File: src/rtl/motoro3_commutator_if.sv
// Control and gate-drive bundle between the motor register block,
// the six-step commutator and the gate-driver pins.
interface motoro3_commutator_if #(
    parameter int FREQ_W = 10
);
    logic              m3start;
    logic [1:0]        m3mode;
    logic [FREQ_W-1:0] m3freq;
    logic              aH;
    logic              aL;
    logic              bH;
    logic              bL;
    logic              cH;
    logic              cL;
    logic [2:0]        m3step;
    logic              m3stepPulse;

    modport master (
        output m3start, m3mode, m3freq,
        input  aH, aL, bH, bL, cH, cL, m3step, m3stepPulse
    );

    modport slave (
        input  m3start, m3mode, m3freq,
        output aH, aL, bH, bL, cH, cL, m3step, m3stepPulse
    );
endinterface

File: src/rtl/motoro3_commutator.sv
// Six-step 3-phase commutator: phase-accumulator step timing and
// dead-time guarded gate register.
module motoro3_commutator #(
    parameter int CLK_HZ   = 10_000_000,
    parameter int FREQ_W   = 10,
    parameter int DEAD_CYC = 8,
    parameter int ACC_W    = 24
) (
    input logic                 clk,
    input logic                 nRst,
    motoro3_commutator_if.slave m3
);
    localparam logic [ACC_W-1:0] LP_MOD  = ACC_W'(CLK_HZ);
    localparam logic [ACC_W-1:0] LP_SIX  = ACC_W'(6);
    localparam logic [7:0]       LP_DEAD = 8'(DEAD_CYC);

    // gate vector order: {aH, aL, bH, bL, cH, cL}
    localparam logic [5:0] LP_BRAKE = 6'b010101;

    logic             r_start;
    logic [1:0]       r_mode;
    logic [ACC_W-1:0] r_acc;
    logic [2:0]       r_step;
    logic             r_pulse;
    logic [5:0]       r_tgt;
    logic [5:0]       r_gate;
    logic [7:0]       r_dc;

    logic             w_run;
    logic             w_cross;
    logic [ACC_W-1:0] w_sum;
    logic [ACC_W-1:0] w_acc_nx;
    logic [2:0]       w_step_nx;
    logic [5:0]       w_tgt;
    logic [5:0]       w_on;
    logic [5:0]       w_gate_nx;
    logic [7:0]       w_dc_nx;

    assign w_run   = r_start & ~r_mode[1];
    assign w_sum   = r_acc + ACC_W'(m3.m3freq) * LP_SIX;
    assign w_cross = (w_sum >= LP_MOD);

    always_comb begin
        w_acc_nx  = r_acc;
        w_step_nx = r_step;
        if (!r_start) begin
            w_acc_nx  = '0;
            w_step_nx = '0;
        end else if (w_run) begin
            if (w_cross) begin
                w_acc_nx = w_sum - LP_MOD;
                if (r_mode[0]) begin
                    w_step_nx = (r_step == 3'd0) ? 3'd5 : r_step - 3'd1;
                end else begin
                    w_step_nx = (r_step == 3'd5) ? 3'd0 : r_step + 3'd1;
                end
            end else begin
                w_acc_nx = w_sum;
            end
        end
    end

    always_comb begin
        w_tgt = '0;
        if (r_start && r_mode == 2'b11) begin
            w_tgt = LP_BRAKE;
        end else if (w_run) begin
            unique case (r_step)
                3'd0:    w_tgt = 6'b100100;
                3'd1:    w_tgt = 6'b100001;
                3'd2:    w_tgt = 6'b001001;
                3'd3:    w_tgt = 6'b011000;
                3'd4:    w_tgt = 6'b010010;
                3'd5:    w_tgt = 6'b000110;
                default: w_tgt = '0;
            endcase
        end
    end

    // New target: drop turn-offs now, then hold turn-ons for DEAD_CYC.
    assign w_on = w_tgt & ~r_gate;

    always_comb begin
        w_gate_nx = r_gate;
        w_dc_nx   = r_dc;
        if (w_tgt != r_tgt) begin
            w_gate_nx = r_gate & w_tgt;
            w_dc_nx   = (|w_on) ? LP_DEAD : 8'd0;
        end else if (r_gate != w_tgt) begin
            if (r_dc <= 8'd1) begin
                w_gate_nx = w_tgt;
                w_dc_nx   = 8'd0;
            end else begin
                w_dc_nx = r_dc - 8'd1;
            end
        end
    end

    always_ff @(posedge clk or negedge nRst) begin
        if (!nRst) begin
            r_start <= 1'b0;
            r_mode  <= 2'b00;
            r_acc   <= '0;
            r_step  <= 3'd0;
            r_pulse <= 1'b0;
            r_tgt   <= '0;
            r_gate  <= '0;
            r_dc    <= 8'd0;
        end else begin
            r_start <= m3.m3start;
            r_mode  <= m3.m3mode;
            r_acc   <= w_acc_nx;
            r_step  <= w_step_nx;
            r_pulse <= (w_step_nx != r_step);
            r_tgt   <= w_tgt;
            r_gate  <= w_gate_nx;
            r_dc    <= w_dc_nx;
        end
    end

    assign m3.aH          = r_gate[5];
    assign m3.aL          = r_gate[4];
    assign m3.bH          = r_gate[3];
    assign m3.bL          = r_gate[2];
    assign m3.cH          = r_gate[1];
    assign m3.cL          = r_gate[0];
    assign m3.m3step      = r_step;
    assign m3.m3stepPulse = r_pulse;
endmodule
File: src/flat_wrapper.sv
// flat-port wrapper written by rule: the top's interface ports become plain ports
module motoro3_commutator_flat 
#(
    parameter int CLK_HZ   = 10_000_000,
    parameter int FREQ_W   = 10,
    parameter int DEAD_CYC = 8,
    parameter int ACC_W    = 24
)
  (clk, nRst, m3_m3start, m3_m3mode, m3_m3freq, m3_aH, m3_aL, m3_bH, m3_bL, m3_cH, m3_cL, m3_m3step, m3_m3stepPulse);
  motoro3_commutator_if #(.FREQ_W(FREQ_W)) m3_i ();
  input logic clk;
  input logic nRst;
  input wire logic [$bits(m3_i.m3start)-1:0] m3_m3start;
  input wire logic [$bits(m3_i.m3mode)-1:0] m3_m3mode;
  input wire logic [$bits(m3_i.m3freq)-1:0] m3_m3freq;
  output wire logic [$bits(m3_i.aH)-1:0] m3_aH;
  output wire logic [$bits(m3_i.aL)-1:0] m3_aL;
  output wire logic [$bits(m3_i.bH)-1:0] m3_bH;
  output wire logic [$bits(m3_i.bL)-1:0] m3_bL;
  output wire logic [$bits(m3_i.cH)-1:0] m3_cH;
  output wire logic [$bits(m3_i.cL)-1:0] m3_cL;
  output wire logic [$bits(m3_i.m3step)-1:0] m3_m3step;
  output wire logic [$bits(m3_i.m3stepPulse)-1:0] m3_m3stepPulse;
  assign m3_i.m3start = m3_m3start;
  assign m3_i.m3mode = m3_m3mode;
  assign m3_i.m3freq = m3_m3freq;
  assign m3_aH = m3_i.aH;
  assign m3_aL = m3_i.aL;
  assign m3_bH = m3_i.bH;
  assign m3_bL = m3_i.bL;
  assign m3_cH = m3_i.cH;
  assign m3_cL = m3_i.cL;
  assign m3_m3step = m3_i.m3step;
  assign m3_m3stepPulse = m3_i.m3stepPulse;
  motoro3_commutator #(.CLK_HZ(CLK_HZ), .FREQ_W(FREQ_W), .DEAD_CYC(DEAD_CYC), .ACC_W(ACC_W)) u_core (.clk(clk), .nRst(nRst), .m3(m3_i));
endmodule
File: config.mk
export PLATFORM = sky130hd
export DESIGN_NAME = motoro3_commutator_flat
export DESIGN_NICKNAME = d
export VERILOG_FILES = /design/src/rtl/motoro3_commutator_if.sv /design/src/rtl/motoro3_commutator.sv /design/src/flat_wrapper.sv
export SDC_FILE = /design/constraint.sdc
export NUM_CORES = 1
export LEC_CHECK = 0
export ABC_AREA = 1
export CAP_MARGIN = 30
export CORE_MARGIN = 8
export CORE_UTILIZATION = 61
export CTS_CLUSTER_SIZE = 8
export DETAILED_ROUTE_END_ITERATION = 10
export PLACE_DENSITY = 0.81
export SYNTH_ARGS = -nofsm -noshare
export SYNTH_HDL_FRONTEND = slang
export SYNTH_SLANG_ARGS = --single-unit
export TNS_END_PERCENT = 50
File: constraint.sdc
create_clock -name clk -period 3.39 [get_ports clk]
set_input_delay 0.678 -clock clk [delete_from_list [all_inputs] [get_ports clk]]
set_output_delay 0.678 -clock clk [all_outputs]
set_load 0.02 [all_outputs]
==> flow_summary.ini, run 1 <==
[status]
status = finished with violations
violations = negative setup slack

[final_layout]
stdcell_area_mm2 = 0.00621
fillers = 376
drive_gt1_share_pct = 35.5
utilization_pct = 85.6
fin_nets = 823
areaGrowthSynthToFinish_pct = 36.4
instances_no_fill = 867
diodes = 0

[clock_network]
clock-sinks = 50
cts_max_path_buffers = 2
h-tree-depth = 2
clk_latency_ps = 320
cts_tree = yes
hold_buffers = 0
path_clk_slew_ps = 110
cts_made_buffers = 5
cts-root-buf = clkbuf_8

[logic_synthesis]
muxShareOfSynthArea_pct = 0
synthTopCellsByArea = dfrtp_1, nand2_1, ha_1
netlist_area_mm2 = 0.00455
synth_xor_area_share_pct = 4.40
synth_compound_area_share_pct = 12.5
synth_most_common_cell = nand2_1
avgSynthCellArea_um2 = 7.06
ys_seq_elements = 50
synth-edff-count = 0
synthArstFlopShare_pct = 100
synthAdderAreaFrac_pct = 11.6
synthesis.instances = 645
yosys.area_share.simple_pct = 34.5
yosysUniqueCellTypes = 48
synthFlopType = dfrtp_1
yosys-top-cells-count = nand2_1, inv_1, dfrtp_1, nand3_1, ha_1
synth_top_cell_by_area = dfrtp_1
yosysWarnings = 0
synth_nets = 701
synth_top_family_by_area = simple AND/OR/NAND/NOR gates
synth.yosys.seq_area_share_pct = 27.5
synth_top_cell_area_share_pct = 27.5

[setup_path]
critPathArrivalTime_ps = 4570
critPathMaxFanout = 6
cp.required_ps = 3580
rr_worst_depth = 21
cp-endpoint = u_core.r_acc[20]
startpoint = m3_m3freq[1]
cpPeakStageDelay_ps = 320
crit_buf_inv = 7
path_class = input pin to flip-flop
cp-start-kind = input pin
rr_endpoint = u_core.r_acc[20]
worst-path-stages = 31
cp_slowest_cell = ha_4
ff2ff_setup_slack_ps = 220
worstSetupEndpointType = flip-flop
critPathMostFrequentCell = nand2_1
regToRegStartpoint = u_core.r_acc[1]
crit_family = simple AND/OR/NAND/NOR gates

[global_routing]
grt_pass1_vias = 4713
overflow = 0
grt_pass1_wl_um = 21500
antenna_found_initial = 0
grt_max_degree = 39
grt_usage_pct = 25.7

[sta]
fin_skew_ps = 11.5
finalHoldViolCount = 0
worstMarginPinSlew_ps = 836
max_slew_margin_pct = 44.3
setup_tns_ps = -17480
period_minus_slack_ps = 4380
drv_slew = 0
setup_violations = 21
fmax_mhz = 228
rsz0062_at_grt = true
final.period_utilization_pct = 129
fin_ws_ps = -989

[power]
power_frac_comb_pct = 63.7
power_switching_mw = 1.59
ir_drop_v = 0.000329
power_frac_seq_pct = 24.6
intPower_mw = 1.74
clock_power_share_pct = 11.7
p_per_area_mw_per_mm2 = 537
p_sw_share_pct = 47.7
power_leakage_nw = 3.17

[floorplan]
dieWidth_um = 102
initial_core_util_pct = 62.8
fp.dieH_um = 102
io_pins = 25
die_area_mm2 = 0.0105
core_region_area_mm2 = 0.00725
rows = 31

[drt]
dr.pass1.iters = 6
drtAntennaViolNets = 0
drt-initial-drc-count = 398
vias_per_cell = 6.12
drc = 0
routed-via-count = 5309
wl_per_cell_um = 18.9
totalWireLength_um = 16400

[place]
pre_cts_ws_ps = -1490
dp.cells = 837
dp_hpwl_um = 9800
port_buffers = 24
place_area_mm2 = 0.00547
gp_congestion = 1.01

[flow_run]
maxCapViolations = 0

[min_path]
hp-class = input pin to async pin
## worst reg2reg max path, stage by stage (launching register included)
cell	delay (ps)
dfrtp_1	380
ha_1	180
inv_1	60
fa_1	410
inv_1	90
nand3_1	100
nand2_2	120
nand2_1	70
nand2_2	100
nand2_2	70
nand2_2	100
nand2_1	70
nand2_1	90
nand2_2	70
nor2_4	90
nand2_1	100
nor2_2	210
nand2_4	120
nand2_8	120
inv_4	70
nor3_1	300
o21ai_1	120
## registers in the layout (all words and copies together), names as in the netlist
name                   flops
u_core.m3.m3step           3
u_core.r_tgt               6
u_core.r_start             1
u_core.m3.m3stepPulse      1
u_core.r_acc              23
u_core.r_dc                8
u_core.r_mode              2
u_core.r_gate              6
## metal layers
layer  routed length [µm]  up-vias  share of wire (%)  track usage, %
met5                    0        -                  0               0
li1                     -     2325                  -               -
met3                 1470      149                9.0            3.47
met4                 1290        0                7.9            11.3
met2                 8100      381                 49            47.8
met1                 5510     2454                 34            28.1
## layout by cell type (no fill, tap or decap), types with 3 or more instances in the layout
master / n
nor2_1: 25
o21ai_0: 13
clkbuf_8: 5
nand3_1: 27
nand2_2: 49
buf_4: 90
clkdlybuf4s50_1: 16
nand4_1: 5
ha_1: 27
inv_1: 87
nor2_4: 9
o21ai_2: 3
a21oi_2: 17
nand2_4: 11
a21oi_1: 21
xor2_1: 10
nand3_2: 18
ha_4: 9
o22ai_1: 6
nor3_1: 9
dfrtp_1: 50
inv_2: 10
xnor2_1: 8
nor3_2: 4
buf_6: 7
nor2_2: 10
a31oi_1: 4
buf_8: 3
nand2_1: 149
o21ai_1: 16
ha_2: 3
## cell type report
type                            instances  area (µm²)  share of cell area (%)
Timing Repair Buffer                  121        1000                    16.1
Inverter                              100         380                    6.12
Multi-Input combinational cell        489        3360                    54.0
Sequential cell                        50        1250                    20.1
Clock buffer                            5        68.8                    1.11
Tap cell                               99         124                    1.99
Clock inverter                          3        28.8                   0.463
## through the flow
stage | total power, mW | hold WS, ps
6_report | 3.33 | 455
3_3_place_gp | 2.45 | 468
3_5_place_dp | 2.54 | 490
4_1_cts | 3.01 | 475
2_1_floorplan | 1.88 | 382
5_1_grt | 3.51 | 521
## worst min path at each step
stage                           startpoint               endpoint  cells past startpoint
after floorplan                       nRst  u_core.m3.m3stepPulse                      0
after global placement    u_core.r_acc[11]       u_core.r_acc[11]                      2
after detailed placement  u_core.r_acc[11]       u_core.r_acc[11]                      2
after CTS                             nRst         u_core.r_dc[5]                      1
after global routing                  nRst         u_core.r_dc[1]                      1
final                                 nRst        u_core.r_acc[1]                      1
## kinds of logic after synthesis
logic type,count (synthesis)
and+or+nand+nor,327
DFF,50
xor gates and xnor gates,22
AOI/OAI and AO/OA,98
buffers and inverters,107
adders and majority gates,41
## power by group through the flow
stage / logic [mW] / registers [mW] / clock network (mW)
after floorplan: 1.06 / 0.815 / 0
after global placement: 1.64 / 0.807 / 0
after detailed placement: 1.72 / 0.817 / 0
after CTS: 1.81 / 0.810 / 0.388
after global routing: 2.27 / 0.830 / 0.416
final: 2.12 / 0.819 / 0.390
## repair_timing
item,CTS,global route
gates resized for setup,72,71
endpoints found under the setup margin,21,21
buffers inserted,7,14
gates cloned,1,0
pin swaps,35,66
(Power assumes the default switching activity.)
==> inputs of run 2 (changes only) <==
Settings changed: CTS_CLUSTER_SIZE 8 to unset, TNS_END_PERCENT 50 to unset.
==> run 2 against run 1 <==
The flow still finishes with violations (negative setup slack). Non-clock buffer count is 7 higher. Register-to-register slack better by 20 ps. Combinational power hardly changed. Final area is 2.6% higher. Die area stayed put. First-iteration DRC count is 36% higher. Critical path depth is 1 higher. Wire length is 1.6% lower. Setup slack better by 62 ps. Count of clock-buffer cells in the layout stayed put. Sequential power is 0.5% lower. Global-route usage is 2.8 points higher. Highest routed layer unchanged.
==> flow_summary.ini, run 2 (synthesis results as in run 1) <==
[place]
port_buffers = 24
gp_congestion = 0.961
place_area_mm2 = 0.00553
dp_hpwl_um = 9690
dp.cells = 838

[floorplan]
die_area_mm2 = 0.0105
initial_core_util_pct = 62.8
fp.dieH_um = 102
rows = 31
dieWidth_um = 102
io_pins = 25
core_region_area_mm2 = 0.00725

[sta]
drv_slew = 0
setup_tns_ps = -17170
fin_ws_ps = -928
finalHoldViolCount = 0
fmax_mhz = 232
max_slew_margin_pct = 55.4
worstMarginPinSlew_ps = 670
rsz0062_at_grt = true
final.period_utilization_pct = 127
setup_violations = 21
fin_skew_ps = 6.09
period_minus_slack_ps = 4320
fin_hold_ws_ps = 381

[power]
p_per_area_mw_per_mm2 = 513
ir_drop_v = 0.000242
power_leakage_nw = 3.23

[setup_path]
cpPeakStageDelay_ps = 390
cp.required_ps = 3600
ff2ff_setup_slack_ps = 240
critPathMaxFanout = 6
critPathMostFrequentCell = nand2_2
cp-start-kind = input pin
rr_worst_depth = 23
worstSetupEndpointType = flip-flop
cp_slowest_cell = ha_1
critPathArrivalTime_ps = 4520
rr_endpoint = u_core.r_acc[22]
path_class = input pin to flip-flop
regToRegStartpoint = u_core.r_acc[1]

[global_routing]
grt_usage_pct = 28.5
grt_pass1_wl_um = 23600
overflow = 0
antenna_found_initial = 0
grt_max_degree = 28
grt_pass1_vias = 5069

[drt]
totalWireLength_um = 16100
vias_per_cell = 5.91
drtAntennaViolNets = 0
drc = 0
wl_per_cell_um = 18.4
dr.pass1.iters = 6
drt-initial-drc-count = 540
routed-via-count = 5163

[final_layout]
utilization_pct = 87.8
instances_no_fill = 873
fin_nets = 830
final_cell_mix = nand2_1, buf_4, inv_1
final_common_cell = nand2_1
stdcell_area_mm2 = 0.00637
largest_reg_flops = 23
reg_top3 = u_core.r_acc x23, u_core.r_dc x8
drive_gt1_share_pct = 36.3
areaGrowthSynthToFinish_pct = 39.9
diodes = 0
largest_register = u_core.r_acc

[clock_network]
cts_max_path_buffers = 2
clk_latency_ps = 320
cts_tree = yes
path_clk_slew_ps = 90
cts-root-buf = clkbuf_8
clock-sinks = 50
h-tree-depth = 2
cts_made_buffers = 5

[min_path]
hp-class = input pin to async pin

[status]
violations = negative setup slack
status = finished with violations

[flow_run]
maxCapViolations = 0
-- run 2: through the flow --
step	worst slack, ps	power [mW]
floorplan	-477	1.88
global placement	-1260	2.47
detailed placement	-1410	2.55
CTS	-608	3.04
global route	-1120	3.49
finish	-928	3.27
-- run 2: repair_timing --
action	CTS	global route
resized for setup	86	54
hold buffers	0	0
endpoints found under the setup margin	21	21
gates cloned	2	0
hold endpoints to repair	0	0
buffers inserted	12	15
pin swaps	62	50
-- run 2: layout make-up --
class / instances / area [µm²]
Clock buffer: 5 / 68.8
Timing Repair Buffer: 128 / 1130
Fill cell: 359 / 883
Multi-Input combinational cell: 489 / 3390
Sequential cell: 50 / 1250
Clock inverter: 2 / 13.8
Tap cell: 99 / 124
Inverter: 100 / 390
-- run 2: metal layers --
metal | GRT usage [%] | up-vias | wire length (µm)
met1 | 32.2 | 2405 | 5990
met5 | 0 | - | 0
met3 | 3.88 | 104 | 1130
met2 | 50.2 | 310 | 8020
li1 | - | 2344 | -
met4 | 16.3 | 0 | 959
-- run 2: worst max-delay path by stage --
stage,cells past startpoint,start,slack (ps),end
2_1_floorplan,30,m3_m3freq[3],-480,u_core.m3.m3stepPulse
3_3_place_gp,31,m3_m3freq[2],-1260,u_core.m3.m3step[0]
3_5_place_dp,30,m3_m3freq[1],-1410,u_core.m3.m3step[0]
4_1_cts,30,m3_m3freq[3],-610,u_core.m3.m3step[0]
6_report,32,m3_m3freq[1],-930,u_core.r_acc[22]
5_1_grt,30,m3_m3freq[1],-1120,u_core.r_acc[15]
-- run 2: report_power, final --
group	switching, mW	internal (mW)	total (mW)
Combinational	1.21	0.880	2.09
Clock	0.218	0.143	0.362
Sequential	0.114	0.701	0.815
-- run 2: worst max-delay path: cells and delay by family --
| family | cells | cell delay (ps) |
|---|---|---|
| simple gates | 17 | 1850 |
| fa+ha+maj | 2 | 540 |
| xor+xnor | 1 | 80 |
| buf+inv | 4 | 390 |
| compound gates | 8 | 970 |
==> inputs of run 3 (changes only) <==
Settings changed: ABC_AREA 1 to unset.
==> run 3 against run 2 <==
The flow still finishes with violations (negative setup slack). Setup slack worse by 740 ps. Die area is essentially flat. Global-route usage down 0.69 points. Combinational power rose by 13%. Cell count decreased by 13%. First-iteration DRC count increased by 9.6%. Final area is 3.1% higher. Count of clock-buffer cells in the layout rose by 1. Worst hold slack gained 63 ps. Fmax shrank 15%. Largest cell class unchanged. Largest power group unchanged.
==> flow_summary.ini, run 3 <==
[status]
violations = negative setup slack
status = finished with violations

[clock_network]
h-tree-depth = 2
clk_latency_ps = 320
cts_made_buffers = 5
path_clk_slew_ps = 110
cts_max_path_buffers = 2
clock-sinks = 50
cts-root-buf = clkbuf_8
cts_tree = yes

[sta]
finalHoldViolCount = 0
setup_violations = 21
fin_hold_ws_ps = 444
fin_ws_ps = -1670
rsz0062_at_grt = true
fmax_mhz = 198
final.period_utilization_pct = 149
drv_slew = 0
max_slew_margin_pct = 45.5
fin_skew_ps = 7.81
worstMarginPinSlew_ps = 818
period_minus_slack_ps = 5060

[logic_synthesis]
yosys.area_share.simple_pct = 20.8
netlist_area_mm2 = 0.00455
synthTopCellsByArea = dfrtp_1, ha_1, a21oi_1
synthesis.instances = 529
ys_seq_elements = 50
synthFlopType = dfrtp_1
synthArstFlopShare_pct = 100
yosysUniqueCellTypes = 74
synth_xor_area_share_pct = 9.43
avgSynthCellArea_um2 = 8.60
synth_top_family_by_area = compound AO/OA/AOI/OAI gates
synth-edff-count = 0
synthAdderAreaFrac_pct = 11.6
yosys-top-cells-count = dfrtp_1, a21oi_1, nand2_1, ha_1, nor2_1
synth_top_cell_by_area = dfrtp_1
synth_most_common_cell = dfrtp_1
synth.yosys.seq_area_share_pct = 27.5
synth_compound_area_share_pct = 22.6
synth_top_cell_area_share_pct = 27.5
synth_nets = 585
muxShareOfSynthArea_pct = 3.36
yosysWarnings = 0

[final_layout]
seq_area_mm2 = 0.00125
instances_no_fill = 757
largest_register = u_core.r_acc
fin_nets = 713
final_common_cell = buf_4
multi_input_area_mm2 = 0.00374
drive_gt1_share_pct = 37.7
largest_reg_flops = 23
fillers = 288
reg_top3 = u_core.r_acc x23, u_core.r_dc x8
areaGrowthSynthToFinish_pct = 44.3
final_cell_mix = buf_4, dfrtp_1, nand2_1
utilization_pct = 90.5
diodes = 0

[min_path]
hp-class = input pin to async pin

[setup_path]
worstSetupEndpointType = flip-flop
cp.required_ps = 3640
critPathArrivalTime_ps = 5300
cp-start-kind = input pin
critPathMaxFanout = 5
path_class = input pin to flip-flop

[global_routing]
grt_usage_pct = 27.8
grt_max_degree = 35
grt_pass1_wl_um = 23300
grt_pass1_vias = 4876
antenna_found_initial = 0
overflow = 0

[drt]
totalWireLength_um = 17900
routed-via-count = 5229
drc = 0
dr.pass1.iters = 8
drtAntennaViolNets = 0
vias_per_cell = 6.91
wl_per_cell_um = 23.6
drt-initial-drc-count = 592

[floorplan]
rows = 31
core_region_area_mm2 = 0.00725
initial_core_util_pct = 62.7
io_pins = 25
fp.dieH_um = 102
dieWidth_um = 102
die_area_mm2 = 0.0105

[place]
gp_congestion = 0.878
port_buffers = 24
dp_hpwl_um = 9450
dp.cells = 725

[flow_run]
maxCapViolations = 0

[power]
ir_drop_v = 0.000291
p_per_area_mw_per_mm2 = 549
power_leakage_nw = 2.86
[run 3: what timing repair did]
action	CTS	global route
endpoints found under the setup margin	21	32
hold buffers	0	0
pin swaps	54	50
resized for setup	96	32
buffers inserted	15	13
[run 3: final cells by class]
cell class / instances / area share (%)
timing repair buffer: 147 / 18.8
sequential: 50 / 19.1
clock buffer: 6 / 1.26
clock inverter: 2 / 0.591
multi-input combinational: 427 / 56.9
tap: 99 / 1.89
inverter: 26 / 1.49
[run 3: path summary, 6_finish.rpt]
kind | endpoint | slack, ps | depth (start not counted) | start
max | u_core.r_acc[13] | -1670 | 23 | m3_m3freq[4]
min | u_core.m3.m3step[0] | 440 | 1 | nRst
max reg2reg | u_core.r_acc[13] | -580 | 14 | u_core.r_acc[1]
min reg2reg | u_core.r_dc[3] | 520 | 2 | u_core.r_dc[3]
max in group asynchronous | u_core.r_gate[2] | 2190 | 2 | nRst
min in group clk | u_core.r_dc[3] | 520 | 2 | u_core.r_dc[3]
[run 3: routing by layer]
layer	up-vias	track usage, %	part of all wire, %
met2	404	49.4	48
met5	-	0	0
met3	161	3.88	9.2
met1	2499	32.0	36
met4	0	13.2	7.5
li1	2165	-	-
[run 3: report_power, final]
part	switching, mW	internal, mW
logic	1.26	1.11
clock network	0.234	0.243
registers	0.0864	0.665
total	1.58	2.02
[run 3: per-stage QoR]
step | TNS (ps) | area, µm² | worst slack (ps) | total power, mW
3_5_place_dp | -44060 | 5740 | -2250 | 2.36
5_1_grt | -38140 | 6570 | -1930 | 3.73
4_1_cts | -25890 | 6330 | -1370 | 3.15
6_report | -31840 | 6570 | -1670 | 3.60
3_3_place_gp | -41550 | 5730 | -2100 | 2.29
2_1_floorplan | -22300 | 4770 | -1310 | 1.75
[run 3: worst max-delay path: stages]
cell and delay (ps):
dlygate4sd2_1 290, ha_4 310, inv_2 40, buf_4 120, nor2_1 180, nor2_1 90
o21bai_1 200, a21oi_2 90, buf_4 140, xnor2_1 130, ha_1 330, buf_4 150
nand2_1 60, o21ai_0 400, a211o_4 220, nand3_2 130, buf_4 170, nor3_4 280
nor2_4 110, a211o_1 320, and4_4 190, or4_1 490, a21boi_1 180
[run 3: cells by family (layout without fill, tap and decap cells)]
logic type	Yosys count	in the layout
AO/OA/AOI/OAI	148	148
XOR/XNOR	46	46
adder cells (fa/ha/maj)	41	41
buffers and inverters	52	181
flip-flops	50	50
multiplexers	15	15
AND/OR/NAND/NOR	177	177
